[src/rtl/lsu_mem_ctrl.sv]
// Load/store unit: turns one core load/store request into a handshaked RAM
// transaction with lane steering, load extension, legality checks and an ack timeout.
module lsu_mem_ctrl #(
    parameter int unsigned XLEN    = 32,
    parameter int unsigned AW      = 10,
    parameter int unsigned TIMEOUT = 15
) (
    input  logic                     clk,
    input  logic                     rst,
    input  logic                     req_valid,
    output logic                     req_ready,
    input  logic                     req_we,
    input  logic [2:0]               req_funct3,
    input  logic [AW-1:0]            req_addr,
    input  logic [XLEN-1:0]          req_wdata,
    output logic                     rsp_valid,
    output logic [XLEN-1:0]          rsp_rdata,
    output logic                     rsp_err,
    output logic                     mem_req,
    output logic                     mem_we,
    output logic [AW-$clog2(XLEN/8)-1:0] mem_addr,
    output logic [XLEN/8-1:0]        mem_be,
    output logic [XLEN-1:0]          mem_wdata,
    input  logic                     mem_ack,
    input  logic [XLEN-1:0]          mem_rdata
);

    localparam int unsigned NB   = XLEN / 8;
    localparam int unsigned OFFW = $clog2(NB);
    localparam int unsigned CW   = 8;

    localparam logic [1:0] IDLE   = 2'd0;
    localparam logic [1:0] ACCESS = 2'd1;
    localparam logic [1:0] RESP   = 2'd2;

    logic [1:0]      state_q, state_d;
    logic            err_d;
    logic            accept;
    logic            we_q, uns_q;
    logic [1:0]      size_q;
    logic [OFFW-1:0] off_q;
    logic [CW-1:0]   cnt_q;

    logic [1:0]      size_in;
    logic [OFFW-1:0] off_in;
    logic [NB-1:0]   mask_in, be_in;
    logic [2:0]      align_in;
    logic            misal_in, illegal_in;

    logic [XLEN-1:0] shifted, keep, ext;
    logic            sign;

    assign accept  = req_valid && req_ready && (state_q == IDLE);
    assign size_in = req_funct3[1:0];
    assign off_in  = req_addr[OFFW-1:0];

    // Request decode: lane mask, alignment and funct3 legality
    always_comb begin
        mask_in = '0;
        for (int unsigned i = 0; i < NB; i++) begin
            mask_in[i] = (i < (32'd1 << size_in));
        end
        be_in      = mask_in << off_in;
        align_in   = 3'((4'd1 << size_in) - 4'd1);
        misal_in   = |(req_addr[2:0] & align_in);
        illegal_in = ((size_in == 2'd3) && (XLEN == 32))
                   || (req_funct3[2] && req_we)
                   || (req_funct3[2] && (32'(size_in) == OFFW));
    end

    // Load data: shift lane down, keep access width, sign/zero extend the rest
    always_comb begin
        shifted = mem_rdata >> {off_q, 3'b000};
        keep    = '0;
        for (int unsigned i = 0; i < XLEN; i++) begin
            keep[i] = (i < (32'd8 << size_q));
        end
        case (size_q)
            2'd0:    sign = shifted[7];
            2'd1:    sign = shifted[15];
            2'd2:    sign = shifted[31];
            default: sign = shifted[XLEN-1];
        endcase
        ext = (shifted & keep) | ({XLEN{sign & ~uns_q}} & ~keep);
    end

    // Next-state logic
    always_comb begin
        state_d = state_q;
        err_d   = 1'b0;
        case (state_q)
            IDLE: begin
                if (accept) begin
                    if (illegal_in || misal_in) begin
                        state_d = RESP;
                        err_d   = 1'b1;
                    end else begin
                        state_d = ACCESS;
                    end
                end
            end
            ACCESS: begin
                if (mem_ack) begin
                    state_d = RESP;
                end else if (cnt_q == CW'(TIMEOUT - 1)) begin
                    state_d = RESP;
                    err_d   = 1'b1;
                end
            end
            RESP:    state_d = IDLE;
            default: state_d = IDLE;
        endcase
    end

    always_ff @(posedge clk or negedge rst) begin
        if (!rst) begin
            state_q <= IDLE;
        end else begin
            state_q <= state_d;
        end
    end

    // Registered outputs and latched request fields
    always_ff @(posedge clk or negedge rst) begin
        if (!rst) begin
            req_ready <= 1'b0;
            rsp_valid <= 1'b0;
            rsp_err   <= 1'b0;
            rsp_rdata <= '0;
            mem_req   <= 1'b0;
            mem_we    <= 1'b0;
            mem_addr  <= '0;
            mem_be    <= '0;
            mem_wdata <= '0;
            we_q      <= 1'b0;
            uns_q     <= 1'b0;
            size_q    <= '0;
            off_q     <= '0;
            cnt_q     <= '0;
        end else begin
            req_ready <= (state_d == IDLE);
            mem_req   <= (state_d == ACCESS);
            rsp_valid <= (state_d == RESP);
            rsp_err   <= err_d;
            rsp_rdata <= (state_q == ACCESS && mem_ack && !we_q) ? ext : '0;
            if (state_q == ACCESS) begin
                cnt_q <= cnt_q + CW'(1);
            end
            if (accept) begin
                we_q      <= req_we;
                uns_q     <= req_funct3[2];
                size_q    <= size_in;
                off_q     <= off_in;
                cnt_q     <= '0;
                mem_addr  <= req_addr[AW-1:OFFW];
                mem_wdata <= req_wdata << {off_in, 3'b000};
                mem_we    <= req_we && (state_d == ACCESS);
                mem_be    <= (state_d == ACCESS) ? be_in : '0;
            end else if (state_d != ACCESS) begin
                mem_we <= 1'b0;
                mem_be <= '0;
            end
        end
    end

endmodule

[config.mk]
export PLATFORM = sky130hd
export DESIGN_NAME = lsu_mem_ctrl
export DESIGN_NICKNAME = d
export VERILOG_FILES = /design/src/rtl/lsu_mem_ctrl.sv
export SDC_FILE = /design/constraint.sdc
export NUM_CORES = 1
export LEC_CHECK = 0
export ABC_AREA = 1
export CORE_UTILIZATION = 49
export DETAILED_ROUTE_END_ITERATION = 7
export PLACE_DENSITY_LB_ADDON = 0.2
export SYNTH_ARGS = -nofsm -noshare
export SYNTH_HDL_FRONTEND = slang
export SYNTH_SLANG_ARGS = --single-unit
[constraint.sdc]
create_clock -name clk -period 3.1 [get_ports clk]
set_input_delay 0.62 -clock clk [delete_from_list [all_inputs] [get_ports clk]]
set_output_delay 0.62 -clock clk [all_outputs]
set_load 0.02 [all_outputs]
==> results of run 1 <==
-- flip-flops by register name, summed over array words and instances (netlist names), 2 cells and up --
| signal | cells |
|---|---|
| cnt_q | 8 |
| mem_be | 4 |
| off_q | 2 |
| rsp_rdata | 32 |
| mem_wdata | 32 |
| size_q | 2 |
| mem_addr | 8 |
| state_q | 2 |
-- cell usage in the layout, fill, tap and decap left out, types with 3 or more instances in the layout --
cell type        netlist  final
o221ai_1              15     15
clkinvlp_4             0      3
dfrtp_1               97     97
inv_1                 36     36
clkdlybuf4s50_1        0    161
a31oi_1                8      8
nor2_1                80     80
nand3_1               15     15
nand2_1              181    181
inv_2                  3      3
clkbuf_8               0      9
buf_4                  1      9
o21ai_0               73     73
a21oi_1               12     12
nand4_1                4      4
or2_2                  8      8
ha_1                   4      4
-- cell families (layout without fill, tap and decap cells) --
group	count (synthesis)	after routing	synth area share
buffers and inverters	69	227	0.0616
AND/OR/NAND/NOR	297	297	0.262
AO/OA/AOI/OAI	115	115	0.141
adder cells (fa/ha/maj)	4	4	0.0108
flip-flops	97	97	0.524
-- power by group --
group          total [uW]  internal [uW]  leakage [uW]  switching (uW)
registers            1850           1590       0.00129             259
clock network         869            387     0.0000959             481
logic                2280            943       0.00168            1340
-- through the flow --
stage               hold WS (ps)  instance area, um^2
global placement             455                 6340
finish                       262                 6550
CTS                          276                 6550
detailed placement           463                 6340
global route                 301                 6550
floorplan                    324                 4630
-- how the worst max path moves through the flow --
stage | cells past startpoint | start | to | slack, ps
after CTS | 7 | req_valid | mem_be[2]$_DFFE_PN0P_ | 890
final | 7 | req_valid | mem_be[2]$_DFFE_PN0P_ | 860
after detailed placement | 7 | req_valid | mem_be[2]$_DFFE_PN0P_ | 520
after global routing | 7 | req_valid | mem_be[2]$_DFFE_PN0P_ | 740
after global placement | 5 | req_valid | mem_wdata[29]$_DFFE_PN0N_ | 660
after floorplan | 10 | req_funct3[0] | mem_be[0]$_DFFE_PN0P_ | 1420
-- critical path: cells and delay by family --
| kind | cells | cell delay, ps |
|---|---|---|
| simple gates | 4 | 1290 |
| compound gates | 1 | 100 |
| buf+inv | 2 | 530 |
-- synthesized netlist by cell type (all sizes together) --
master / n
ha: 4
buf: 12
or2: 8
inv: 40
o221ai: 15
nor3: 4
o21ai: 75
dfrtp: 97
a22o: 1
o211ai: 2
a22oi: 2
nand3: 15
nand3b: 2
a31oi: 8
clkbuf: 17
nand4: 4
nor2: 83
a21oi: 12
nand2: 181
-- cell type report --
type / instances / area share
Sequential cell: 97 / 0.371
Tap cell: 111 / 0.0212
Timing Repair Buffer: 171 / 0.260
Inverter: 40 / 0.0233
Clock buffer: 9 / 0.0189
Clock inverter: 7 / 0.0128
Multi-Input combinational cell: 416 / 0.294
-- layer usage --
metal  up-vias  GRT usage  part of all wire  wire, um
met5         -          0                 0         0
met4         0     0.0860             0.019       235
met3        19     0.0604             0.068       851
met2       168      0.453              0.50      6240
met1      2114      0.330              0.42      5240
li1       2202          -                 -         -
==> results.md, run 1 <==
### Clock network
* **buffer levels on the longest clock path** 2
* **clock slew at reported path FFs** 100 ps
* **number of sinks handled by clock tree synthesis** 97
* **Worst-Skew Late Latency** 350 ps
* **number of hold-repair buffers added at the cts stage** 0
* **Inserted Clock Buffers** 9
* **H-tree Lvls** 3
* **TritonCTS clock tree** done
* **count of cells resized by post-cts repair** 0
* **Clock Tree Root** clkbuf_8
* **Post-CTS Setup Inserts** 0

### Global routing
* **remaining global-route overflow** 0
* **initial antenna violation count** 0
* **number of global-route vias before repair** 4439
* **pin count of the biggest net entering global routing** 52
* **total global routing track utilization** 0.263
* **wire length of the first global-routing pass** 20700 um

### Placed design
* **global placement routability congestion** 0.888
* **total half-perimeter wirelength after legalization and detailed placement** 9100 um
* **Post-Place Cells** 835
* **count of port buffers added during placement** 162
* **Post-Place Setup Slack** 522 ps

### Setup path
* **worst flop-to-flop path startpoint** state_q[1]$_DFF_PN0_
* **critical-path maximum fanout** 17
* **slowest stage delay, CP** 610 ps
* **worst reg2reg endpoint** mem_be[2]$_DFFE_PN0P_
* **critical path cell sequence** clkdlybuf4s50_1 -> nand4_1 -> nor2_1 -> nand2_1 -> o211ai_1 -> nand2_1 -> inv_1
* **data required time of the critical path** 3410 ps
* **startpoint-to-endpoint class of the critical path** input port to flop
* **slowest cell on the critical path** nand4_1
* **reg-to-reg setup timing slack** 1020 ps
* **count of cells along the worst register-to-register path** 7
* **most frequent cell on the critical path** nand2_1
* **data arrival at the endpoint of the critical path** 2550 ps
* **kind of end point of the critical path** flop
* **startpoint type of the worst setup path** input port

### Layout
* **storage element area** 0.00243 mm^2
* **Area Growth Syn to Fin** 41.3%
* **non-filler cells, final** 851
* **total area of multi-input combinational cells** 0.00192 mm^2
* **final core utilization** 0.712
* **antenna diode instance count** 0
* **Fill cells** 734
* **net total in the final layout** 821
* **layout cells sized above 1** 0.0581

### Status
* **result of the run** finished clean

### Run
* **Max-cap violations** 0

### STA
* **post-layout min period** 2240 ps
* **actual transition at the worst max-transition pin** 812 ps
* **Slew headroom** 0.458
* **max-slew violation count** 0
* **worst setup skew after layout** 10.1 ps
* **f_max** 0.446 GHz
* **total count of hold-check failures in the final report** 0
* **post-layout worst setup margin** 859 ps
* **final cycle utilization of the critical path** 0.723
* **number of failing setup endpoints in the final timing report** 0
* **post-route setup TNS** 0 ps
* **setup repair after global routing missed its margin** false

### Detailed routing
* **detailed-route DRC error count** 0
* **via/cell ratio** 5.29
* **iteration count of the initial detailed-routing pass** 5
* **wire length per cell** 14.8 um
* **antenna-violating nets left** 0
* **violation count after the first detailed-route iteration** 201
* **Total Routed Length** 12600 um
* **total via count after detailed routing** 4503

### Power and ir drop
* **power per standard cell area** 763 mW/mm^2
* **worst-case vdd ir drop** 0.398 mV
* **static leakage power** 0.00306 uW
* **Overall Power** 5000 uW

### Logic synthesis
* **library cell occupying the most area in the post-synthesis netlist** dfrtp_1
* **cell types with the largest area share after synthesis** dfrtp_1 (52%), nand2_1 (15%), o21ai_0 (7.9%)
* **register bit total from synthesis** 97
* **Mean Syn Cell Area** 7.96 um^2
* **synthesized netlist net count** 668
* **Yosys Warn Count** 0
* **Yosys top cell area share** 0.524
* **cell area after synthesis** 0.00463 mm^2
* **sequential share of the synthesized area** 0.524
* **number of unique standard cell types used by synthesis** 27
* **Cells after Synth** 582

### Die
* **Die X** 99.3 um
* **number of cell rows** 35
* **area enclosed by the die boundary** 0.00985 mm^2
* **core area** 0.00920 mm^2
* **top-level I/O count** 163
* **initial standard-cell utilization of the core** 0.504
* **height of the die** 99.3 um

### Hold path
* **type of the worst min-delay path** input port to async pin

Power figures use the tool's default switching activity.
==> inputs of run 2 (changes only) <==
- CORE_UTILIZATION: 49 -> 45
- clock period: 3.1 -> 2.3 ns (I/O delays scaled with it)
==> run 2 against run 1 <==
  * Global-route usage fell by 2.5 points
  * Final cell count rose by 3.1%
  * Clock skew rose by 1.3 ps
  * Critical path depth rose by 4
  * Via count fell by 0.22%
  * Critical endpoint is now mem_be[0]$_DFFE_PN0P_
  * Largest cell class unchanged
==> results.md, run 2 (synthesized netlist as in run 1, its figures left out) <==
### Status
* **result of the run** finished clean

### STA
* **actual transition at the worst max-transition pin** 524 ps
* **post-layout worst setup margin** 437 ps
* **total count of hold-check failures in the final report** 0
* **max-slew violation count** 0
* **f_max** 0.537 GHz
* **post-route setup TNS** 0 ps
* **final cycle utilization of the critical path** 0.810
* **Slew headroom** 0.650
* **post-layout min period** 1860 ps
* **number of failing setup endpoints in the final timing report** 0
* **worst setup skew after layout** 11.4 ps
* **setup repair after global routing missed its margin** false

### Global routing
* **pin count of the biggest net entering global routing** 44
* **remaining global-route overflow** 0
* **total global routing track utilization** 0.238
* **wire length of the first global-routing pass** 19600 um
* **number of global-route vias before repair** 4235
* **initial antenna violation count** 0

### Setup path
* **startpoint type of the worst setup path** input port
* **kind of end point of the critical path** flop
* **count of cells along the worst register-to-register path** 5
* **startpoint-to-endpoint class of the critical path** input port to flop
* **data required time of the critical path** 2590 ps
* **critical-path maximum fanout** 5
* **data arrival at the endpoint of the critical path** 2150 ps

### Layout
* **storage element area** 0.00243 mm^2
* **layout cells sized above 1** 0.0632
* **cell area after layout** 0.00662 mm^2
* **Area Growth Syn to Fin** 42.8%
* **final core utilization** 0.671
* **most common cell after layout, fill and taps aside** nand2_1
* **Regs by FF count** mem_wdata x32, rsp_rdata x32
* **antenna diode instance count** 0
* **leading cell types in the layout, fill and taps excluded** nand2_1 (181), clkdlybuf4s50_1 (161), dfrtp_1 (97)
* **net total in the final layout** 826
* **total area of multi-input combinational cells** 0.00192 mm^2
* **Fill cells** 836

### Die
* **Die X** 103 um
* **area enclosed by the die boundary** 0.0107 mm^2
* **number of cell rows** 36
* **height of the die** 103 um
* **initial standard-cell utilization of the core** 0.470
* **top-level I/O count** 163
* **core area** 0.00986 mm^2

### Detailed routing
* **via/cell ratio** 5.12
* **antenna-violating nets left** 0
* **Total Routed Length** 12300 um
* **total via count after detailed routing** 4493
* **violation count after the first detailed-route iteration** 167
* **wire length per cell** 14.1 um
* **iteration count of the initial detailed-routing pass** 5
* **detailed-route DRC error count** 0

### Clock network
* **Post-CTS Setup Inserts** 0
* **number of hold-repair buffers added at the cts stage** 0
* **Worst-Skew Late Latency** 350 ps
* **number of sinks handled by clock tree synthesis** 97
* **H-tree Lvls** 3
* **buffer levels on the longest clock path** 2
* **Inserted Clock Buffers** 9
* **Clock Tree Root** clkbuf_8
* **clock slew at reported path FFs** 90 ps
* **count of cells resized by post-cts repair** 0
* **TritonCTS clock tree** done

### Power and ir drop
* **power per standard cell area** 1020 mW/mm^2
* **worst-case vdd ir drop** 0.686 mV
* **static leakage power** 0.00310 uW

### Hold path
* **type of the worst min-delay path** input port to async pin

### Placed design
* **total half-perimeter wirelength after legalization and detailed placement** 9280 um
* **Placement Cell Area** 0.00640 mm^2
* **global placement routability congestion** 0.913
* **count of port buffers added during placement** 162
* **Post-Place Setup Slack** 86.5 ps

### Run
* **Max-cap violations** 0

## run 2: routing by layer
metal | vias to the layer above | part of all wire | track usage
met2 | 162 | 0.50 | 0.413
met5 | - | 0 | 0
met3 | 11 | 0.080 | 0.0679
met4 | 0 | 0.011 | 0.0704
li1 | 2199 | - | -
met1 | 2121 | 0.41 | 0.289
## run 2: critical path, cell delays in order
cell             delay, ps
clkdlybuf4s50_1        470
inv_1                   70
nor2_1                 150
inv_1                   70
ha_1                   270
nor2_1                  40
a21oi_1                110
nand3_1                160
nand2_1                190
nand3b_1                90
nand2_1                 60
## run 2: area by class of cell
class | count | area share
Timing Repair Buffer | 176 | 0.262
Tap cell | 133 | 0.0251
Inverter | 40 | 0.0231
Clock inverter | 6 | 0.0136
Multi-Input combinational cell | 416 | 0.290
Sequential cell | 97 | 0.367
Clock buffer | 9 | 0.0187
## run 2: through the flow
step	std cells	hold slack (ps)	power, uW
finish	877	62.0	6770
global route	877	89.5	7250
CTS	877	71.8	6830
detailed placement	862	456	5600
global placement	862	454	5540
floorplan	582	164	4270
## run 2: report_power, final
part	switching, uW	total, uW	leakage (uW)	internal [uW]
Sequential	275	2410	0.00129	2140
Combinational	1870	3160	0.00170	1290
Clock	580	1190	0.000106	613
Total	2720	6770	0.00310	4040
## run 2: final timing paths
check	start	endpoint	slack [ps]
max	req_funct3[0]	mem_be[0]$_DFFE_PN0P_	440
min	rst	state_q[1]$_DFF_PN0_	60
max reg2reg	state_q[1]$_DFF_PN0_	rsp_rdata[15]$_DFF_PN0_	610
min reg2reg	mem_addr[2]$_DFFE_PN0N_	mem_addr[2]$_DFFE_PN0N_	480
max in group asynchronous	rst	rsp_rdata[25]$_DFF_PN0_	1580
min in group clk	mem_addr[2]$_DFFE_PN0N_	mem_addr[2]$_DFFE_PN0N_	480
==> variant, RTL diff (settings of run 2) <==
Put one more register stage on the output `rsp_err`, with the module's reset. The value now appears one clock later. The other outputs are not delayed to match.
--- a/src/rtl/lsu_mem_ctrl.sv
+++ b/src/rtl/lsu_mem_ctrl.sv
@@ -32,6 +32,8 @@
     localparam logic [1:0] IDLE   = 2'd0;
     localparam logic [1:0] ACCESS = 2'd1;
     localparam logic [1:0] RESP   = 2'd2;
+
+    logic rsp_err_s0;
 
     logic [1:0]      state_q, state_d;
     logic            err_d;
@@ -125,7 +127,7 @@
         if (!rst) begin
             req_ready <= 1'b0;
             rsp_valid <= 1'b0;
-            rsp_err   <= 1'b0;
+            rsp_err_s0 <= 1'b0;
             rsp_rdata <= '0;
             mem_req   <= 1'b0;
             mem_we    <= 1'b0;
@@ -141,7 +143,7 @@
             req_ready <= (state_d == IDLE);
             mem_req   <= (state_d == ACCESS);
             rsp_valid <= (state_d == RESP);
-            rsp_err   <= err_d;
+            rsp_err_s0 <= err_d;
             rsp_rdata <= (state_q == ACCESS && mem_ack && !we_q) ? ext : '0;
             if (state_q == ACCESS) begin
                 cnt_q <= cnt_q + CW'(1);
@@ -163,5 +165,13 @@
         end
     end
 
+    always_ff @(posedge clk or negedge rst) begin
+        if (!rst) begin
+            rsp_err <= '0;
+        end else begin
+            rsp_err <= rsp_err_s0;
+        end
+    end
+
 endmodule
 
Formal check against the unedited RTL: not equivalent (a bounded check fails within 4 cycles, from zero or initial values and one cycle with rst low).
==> variant against run 2 <==
Combinational power about the same. Wire length is 6.1% higher. Synthesized area increased by 0.46%. Clock skew grew 6.1 ps. Critical path depth decreased by 10. Hold slack better by 34 ps. Setup slack improved by 19 ps. Global-route usage is 1.3 points higher. Final area decreased by 0.15%. Synthesized cell count did not move. Power is 0.47% lower. Sequential cell count grew 1. Largest cell class unchanged.
==> variant: results (changes against run 2) <==
stage	metric	value	unit	change
outcome	status	finished clean		
clocking	root_buffer	clkbuf_8		
clocking	clock_latency	380	ps	+30 ps
setup_path	r2r_start	state_q[0]		
logic_synthesis	synthXorXnorAreaFrac	0		unchanged
logic_synthesis	synth_nets	668		unchanged
clocking	cts_resized	0		unchanged
finish	diodes	0		unchanged
logic_synthesis	synth_async_sr_flop_share	1.000		unchanged
clocking	cts_setup_buffers	0		unchanged
logic_synthesis	synthAdderAreaFrac	0.01075		-0.00004934
route	wirelength	13.09	mm	+6.1%
logic_synthesis	ys_seq_area_frac	0.5267		+0.002982
setup_path	crit_fanout	2		-3
placed_design	dpl.hpwl	9.302	mm	+0.21%
grt	grt_antenna_before_repair	0		unchanged
placed_design	dpl_cell_area	0.006416	mm2	+0.18%
clocking	clk_pin_slew	100	ps	
setup_path	crit_start	mem_be[3]		
logic_synthesis	synth.area.mux_share	0		unchanged
route	drtIter0Drc	263		+57%
logic_synthesis	synth_commonest_cells	181 x nand2_1, 98 x dfrtp_1, 81 x nor2_1, 76 x o21ai_0, 34 x inv_1		
placed_design	gp_congestion	0.8686		-4.8%
setup_path	cp_top_family	buffers and inverters		
logic_synthesis	ys_top_cells_by_area	dfrtp_1 53%, nand2_1 15%, o21ai_0 8.2%		
grt	grt_pass1_wl	21.57	mm	+10%
logic_synthesis	yosysWarnings	0		unchanged
setup_path	crit_slowest_cell	clkdlybuf4s50_1		
logic_synthesis	synth.distinct_cells	26		-3.7%
clocking	numCtsBuffers	9		unchanged
grt	grt_usage	0.2510		+0.01262
logic_synthesis	ys.flop_type	dfrtp_1		
route	drtPass1Iterations	4		-1
finish	final_layout_size_suffix_gt1_frac	0.06065		-0.002525
logic_synthesis	syn_avg_cell_area	8.000	um2	+0.46%
route	num_vias	4557		+1.4%
setup_path	critPathArrivalTime	1380	ps	-770 ps
timing	clock_skew	17.43	ps	+6.060 ps
grt	grt_pass1_vias	4489		+6.0%
placed_design	place.port_buffers	162		unchanged
setup_path	max_stage_delay	630	ps	+160 ps
placed_design	place_ws	111.1	ps	+24.63 ps
clocking	h-tree-depth	3		unchanged
timing	tightest_slew	555.7	ps	+31.75 ps
finish	nets	823		-0.36%
power	vdd_drop_max	0.5066	mV	-26%
grt	grt_max_degree	99		+130%
clocking	cts_max_path_buffers	2		unchanged
worst_hold_path	min-delay-path-class	in2async		
finish	reg.largest.list	mem_wdata: 32 flops, rsp_rdata: 32 flops		
logic_synthesis	synth_compound_area_frac	0.1403		-0.001184
power	power.leakage	3.086	nW	-0.30%
==> variant: metal layers <==
layer	track usage	share of wire	vias to the layer above
met3	0.04972	0.070	23
met1	0.3309	0.43	2137
li1	-	-	2193
met4	0.08367	0.020	0
met5	0	0	-
met2	0.4156	0.48	204
==> variant: cells by family after synthesis <==
kind of cell    count (synthesis)
compound gates                115
fa+ha+maj                       4
buf+inv                        68
flops                          98
simple gates                  297
==> variant: final timing paths <==
check | to | slack, ps | cells past startpoint
worst max register to register | rsp_rdata[11] | 630 | 6
min in group clk | rsp_err | 390 | 0
max in group asynchronous | mem_wdata[28] | 1740 | 2
worst min-delay path | rsp_rdata[12] | 100 | 2
worst min register to register | rsp_err | 390 | 0
worst max-delay path | mem_be[3] | 460 | 1
==> variant: final cells by class <==
class                      count  area, um2
fill                         836       3301
clock buffer                  10      127.6
multi-input combinational    416       1918
sequential                    98       2452
tap                          133      166.4
clock inverter                 6      65.06
inverter                      38      145.1
timing repair buffer         174       1734
==> variant: report_power, final <==
part | internal, mW | switching (mW)
Sequential | 2.16 | 0.284
Combinational | 1.29 | 1.86
Clock | 0.508 | 0.630
Total | 3.96 | 2.78
==> variant: per-stage QoR <==
stage                     total power [mW]  std cells
after floorplan                      4.273        582
after global placement               5.553        859
after detailed placement             5.613        859
after CTS                            6.765        875
after global routing                 7.191        875
final                                6.734        875
